==> src/rtl/add_sub4_if.sv <==
// rtl/add_sub4_if.sv - operand/result bundle for add_sub4; ovf exists only with ADD_SUB4_OVF_EN
interface add_sub4_if #(
  parameter int WIDTH = 4
);
  logic             op;
  logic [WIDTH-1:0] a;
  logic [WIDTH-1:0] b;
  logic             c_in;
  logic [WIDTH-1:0] sum;
  logic             c_out;
`ifdef ADD_SUB4_OVF_EN
  logic             ovf;
`endif

  modport master (
    output op, a, b, c_in,
`ifdef ADD_SUB4_OVF_EN
    input  ovf,
`endif
    input  sum, c_out
  );

  modport slave (
    input  op, a, b, c_in,
`ifdef ADD_SUB4_OVF_EN
    output ovf,
`endif
    output sum, c_out
  );
endinterface

==> src/rtl/add_sub4.sv <==
// rtl/add_sub4.sv - registered ripple-carry adder/subtractor, one-cycle latency
// Optional signed-overflow output enabled by defining ADD_SUB4_OVF_EN.
module add_sub4 #(
  parameter int WIDTH = 4
) (
  input  logic       clk,
  input  logic       rst,
  add_sub4_if.slave  bus
);

  logic [WIDTH-1:0] bx;
  logic [WIDTH:0]   carry;
  logic [WIDTH-1:0] sum_d, sum_q;
  logic             c_out_d, c_out_q;

  // Subtraction reuses the adder: a + ~b + ~c_in == a - b - c_in (mod 2^WIDTH).
  always_comb begin
    bx       = bus.b ^ {WIDTH{bus.op}};
    carry    = '0;
    carry[0] = bus.c_in ^ bus.op;
    sum_d    = '0;
    for (int i = 0; i < WIDTH; i++) begin
      sum_d[i]   = bus.a[i] ^ bx[i] ^ carry[i];
      carry[i+1] = (bus.a[i] & bx[i]) | (carry[i] & (bus.a[i] ^ bx[i]));
    end
    c_out_d = carry[WIDTH];
  end

  always_ff @(posedge clk) begin
    if (rst) begin
      sum_q   <= '0;
      c_out_q <= 1'b0;
    end else begin
      sum_q   <= sum_d;
      c_out_q <= c_out_d;
    end
  end

  assign bus.sum   = sum_q;
  assign bus.c_out = c_out_q;

`ifdef ADD_SUB4_OVF_EN
  logic ovf_d, ovf_q;

  // Signed overflow: carries into and out of the sign bit disagree.
  assign ovf_d = carry[WIDTH] ^ carry[WIDTH-1];

  always_ff @(posedge clk) begin
    if (rst) begin
      ovf_q <= 1'b0;
    end else begin
      ovf_q <= ovf_d;
    end
  end

  assign bus.ovf = ovf_q;
`endif

endmodule

==> src/flat_wrapper.sv <==
// flat-port wrapper written by rule: the top's interface ports become plain ports
module add_sub4_flat 
#(
  parameter int WIDTH = 4
)
  (clk, rst, bus_op, bus_a, bus_b, bus_c_in, bus_sum, bus_c_out);
  add_sub4_if #(.WIDTH(WIDTH)) bus_i ();
  input  logic clk;
  input  logic rst;
  input wire logic [$bits(bus_i.op)-1:0] bus_op;
  input wire logic [$bits(bus_i.a)-1:0] bus_a;
  input wire logic [$bits(bus_i.b)-1:0] bus_b;
  input wire logic [$bits(bus_i.c_in)-1:0] bus_c_in;
  output wire logic [$bits(bus_i.sum)-1:0] bus_sum;
  output wire logic [$bits(bus_i.c_out)-1:0] bus_c_out;
  assign bus_i.op = bus_op;
  assign bus_i.a = bus_a;
  assign bus_i.b = bus_b;
  assign bus_i.c_in = bus_c_in;
  assign bus_sum = bus_i.sum;
  assign bus_c_out = bus_i.c_out;
  add_sub4 #(.WIDTH(WIDTH)) u_core (.clk(clk), .rst(rst), .bus(bus_i));
endmodule
==> config.mk <==
export PLATFORM = sky130hd
export DESIGN_NAME = add_sub4_flat
export DESIGN_NICKNAME = d
export VERILOG_FILES = /design/src/rtl/add_sub4_if.sv /design/src/rtl/add_sub4.sv /design/src/flat_wrapper.sv
export SDC_FILE = /design/constraint.sdc
export NUM_CORES = 1
export LEC_CHECK = 0
export CAP_MARGIN = 30
export CORE_AREA = 2 2 39 41
export DETAILED_ROUTE_END_ITERATION = 7
export DIE_AREA = 0 0 41 43
export PLACE_DENSITY = 0.62
export SLEW_MARGIN = 20
export SYNTH_ARGS = -nofsm -noshare
export SYNTH_HDL_FRONTEND = slang
export SYNTH_SLANG_ARGS = --single-unit
==> constraint.sdc <==
create_clock -name clk -period 7.1 [get_ports clk]
set_input_delay 1.42 -clock clk [delete_from_list [all_inputs] [get_ports clk]]
set_output_delay 1.42 -clock clk [all_outputs]
set_load 0.005 [all_outputs]
==> flow_results.org <==
** Floorplan
- The die covers 0.00176 mm^2.
- From bottom edge to top edge, the die measures 43 um.
- For this configuration, the core starts out at a cell density of 20.0%.
- The initialized floorplan defines 14 standard-cell rows.
- Core Area :: 0.00138 mm^2
- 17 I/O pins were placed.
- The die is 41 um wide.

** Clock tree
- CTS built an H-tree with a depth of 1.
- Number of cells upsized or downsized after cts :: 0
- Number of clock sinks :: 5
- TritonCTS built the clock tree.
- In this run the clock root is driven by a sky130_fd_sc_hd__clkbuf_4.
- For this design, the CTS-stage hold fixing added 0 buffers.
- Postcts setup bufs :: 0
- Number of CTS-inserted buffers :: 3
- Clock slew at the register clock pins of the worst setup and hold paths :: 0.04 ns
- Clock Path Buffers :: 2

** Timing
- Number of hold-slack violations in the final timing report :: 0
- Setup violators final :: 0
- RSZ-0062 raised after global routing :: no
- At the pin with the least slew margin, the transition time is 0.284 ns.
- The clock period could shrink to 3.76 ns.
- Aggregate negative setup slack :: 0 ns
- Of the available clock period, the critical path in the final layout requires 52.9%.
- For this run, the top clock speed supported by timing is 266 MHz.
- Final slew viol count :: 0
- Headroom to the max-slew limit came out at 81.0%.

** Global route
- For this run the aggregate overflow at the end of global routing stands at 0.
- GRT Resource Usage Total :: 6.57%
- Antenna violations before repair :: 0
- Vias in the first global route :: 192
- First-pass GRT wire length :: 710 um
- Entering global routing, the biggest net connects 6 pins.

** Synthesis
- Sorting the synthesized cells by area gives the leading types as sky130_fd_sc_hd__dfxtp_1 36%, sky130_fd_sc_hd__fa_1 29%, sky130_fd_sc_hd__xor2_1 9.5%.
- The biggest area contributor in the post-synthesis netlist is sky130_fd_sc_hd__dfxtp_1.
- Synthesis produced a netlist whose cell count is 24.
- Sequential fraction of the synthesis area :: 36.2%
- The number of nets in the synthesized netlist is 40.
- Post-synth top area share :: 36.2%
- After synthesis the netlist holds a flip-flop and latch count of 5.
- Dividing the synthesized area by the synthesized cell count gives 11.5 um^2.
- Syn. warnings :: 0
- Yosys mapped the design onto 8 distinct sky130hd cell types.
- Combined area of all synthesized cells :: 277 um^2

** Worst setup path
- Data on the critical path is required at its endpoint by 7.22 ns.
- The largest individual stage delay along the critical path comes from the cell sky130_fd_sc_hd__clkdlybuf4s50_1.
- WP data arrival :: 3.88 ns
- Setup crit end kind :: flip-flop
- In this design, the stage delay of the slowest critical-path cell is 0.63 ns.
- Among the stages of the critical path, the cell type that occurs most often is sky130_fd_sc_hd__fa_1.
- The signal on the critical path passes through clkdlybuf4s50_1 > xor2_1 > fa_1 > inv_1 > fa_1 > fa_1 > inv_1 > fa_1 > nor2b_1.
- Highest fanout seen on the critical path :: 5
- Element type at the critical path start :: input port
- CP Class :: in -> reg

** Finish
- Total inserted antenna cells :: 0
- The final layout contains 60 nets.
- Multi-input logic area :: 150 um^2
- From synthesis to final layout, the design area changed by 70.6%.
- In the final layout, the share of cells above drive strength 1 is 6.98%.
- Number of non-filler instances in the completed layout :: 59
- Summing all flip-flop and latch instances after layout gives 100 um^2.
- Filler cell count :: 147

** Detailed routing
- Number of iterations in the first detailed-routing pass :: 1
- In the routed layout, each cell is associated on average with a via count of 3.54.
- Total number of vias :: 209
- In the routed design, unresolved DRC markers number 0.
- After the first detailed-routing iteration, the DRC count stood at 0.
- Antenna Nets Post-Route :: 0
- Summed over all layers, the routed wires come to 439 um.
- Routed len/inst :: 7.44 um

** Flow run
- The tool flagged a number of max-cap violations equal to 0.

** Placed design
- Number of I/O port buffers :: 16
- Routability-driven placement finished with a final weighted congestion of 0.626.
- Hpwl dp :: 399 um
- Once placement completed, the tool counted placed cells totaling 55.

** Run status
- The flow ran to the end, and the final reports show no timing, DRC or antenna violations.

** Power
- The analysis attributes to cell leakage a power of 0.196 nW.
- In this run the power density over the cells is 200 mW/mm^2.
- The worst-case IR drop observed on VDD is 0.0000438 V.

** Worst hold path
- Worst hold path type :: in -> reg
synthesized netlist by cell type:
master / n
sky130_fd_sc_hd__fa_1: 4
sky130_fd_sc_hd__inv_1: 4
sky130_fd_sc_hd__buf_6: 1
sky130_fd_sc_hd__nor2b_1: 3
sky130_fd_sc_hd__xnor2_1: 2
sky130_fd_sc_hd__nor2_1: 2
sky130_fd_sc_hd__xor2_1: 3
sky130_fd_sc_hd__dfxtp_1: 5
layer usage:
metal | share of wire (%) | wire length, um | GRT usage (%) | vias to the layer above
met4 | 0 | 0 | 8.00 | 0
li1 | - | - | - | 104
met2 | 52 | 230 | 9.06 | 12
met3 | 9.1 | 40 | 3.14 | 0
met5 | 0 | 0 | 0 | -
met1 | 38 | 168 | 5.92 | 93
metrics by stage:
step	utilization (%)	total power, mW	hold WS, ns	cell area (um^2)	setup slack, ns
floorplan	-	0.0466	1.49	277	3.74
global placement	32.2	0.0627	2.05	445	3.14
detailed placement	32.2	0.0641	2.05	445	3.06
CTS	34.1	0.0969	1.80	472	3.33
global route	34.1	0.103	1.83	472	3.21
finish	34.1	0.0944	1.80	472	3.34
cell usage in the layout (no fill, tap or decap), drive strengths merged:
cell            n
xor2            3
clkdlybuf4s50  16
dfxtp           5
nor2            2
nor2b           3
xnor2           2
fa              4
inv             4
clkbuf          4
logic make-up after synthesis:
logic type / after synthesis / synth area share, %
buffers and inverters: 5 / 9.50
adder cells (fa/ha/maj): 4 / 29.0
flip-flops: 5 / 36.2
XOR/XNOR: 5 / 15.8
AND/OR/NAND/NOR: 5 / 9.50
sequential cells by signal, indices dropped and copies added, names as in the netlist:
name              cells
u_core.bus.sum        4
u_core.bus.c_out      1
area by class of cell:
| type | count | area share [%] |
|---|---|---|
| Inverter | 4 | 3.18 |
| Tap cell | 16 | 4.24 |
| Timing Repair Buffer | 16 | 34.0 |
| Clock buffer | 4 | 5.57 |
| Multi-Input combinational cell | 14 | 31.8 |
| Sequential cell | 5 | 21.2 |
where the power goes:
group / total [mW] / switching [mW] / internal, mW
clock: 0.0316 / 0.0105 / 0.0212
sequential: 0.0337 / 0.000920 / 0.0327
combinational: 0.0291 / 0.0100 / 0.0191
final timing paths:
kind | endpoint | depth (start not counted) | from | slack (ns)
setup / recovery | u_core.bus.sum[3]$_SDFF_PP0_ | 9 | bus_op | 3.34
hold / removal | u_core.bus.sum[1]$_SDFF_PP0_ | 2 | rst | 1.80
worst max-delay path: cells and delay by family:
| kind | cells | cell delay, ns |
|---|---|---|
| xor gates and xnor gates | 1 | 0.23 |
| adders and majority gates | 4 | 1.33 |
| buffers and inverters | 3 | 0.76 |
| and+or+nand+nor | 1 | 0.13 |
Note: power is estimated with default switching activity, not from simulation.
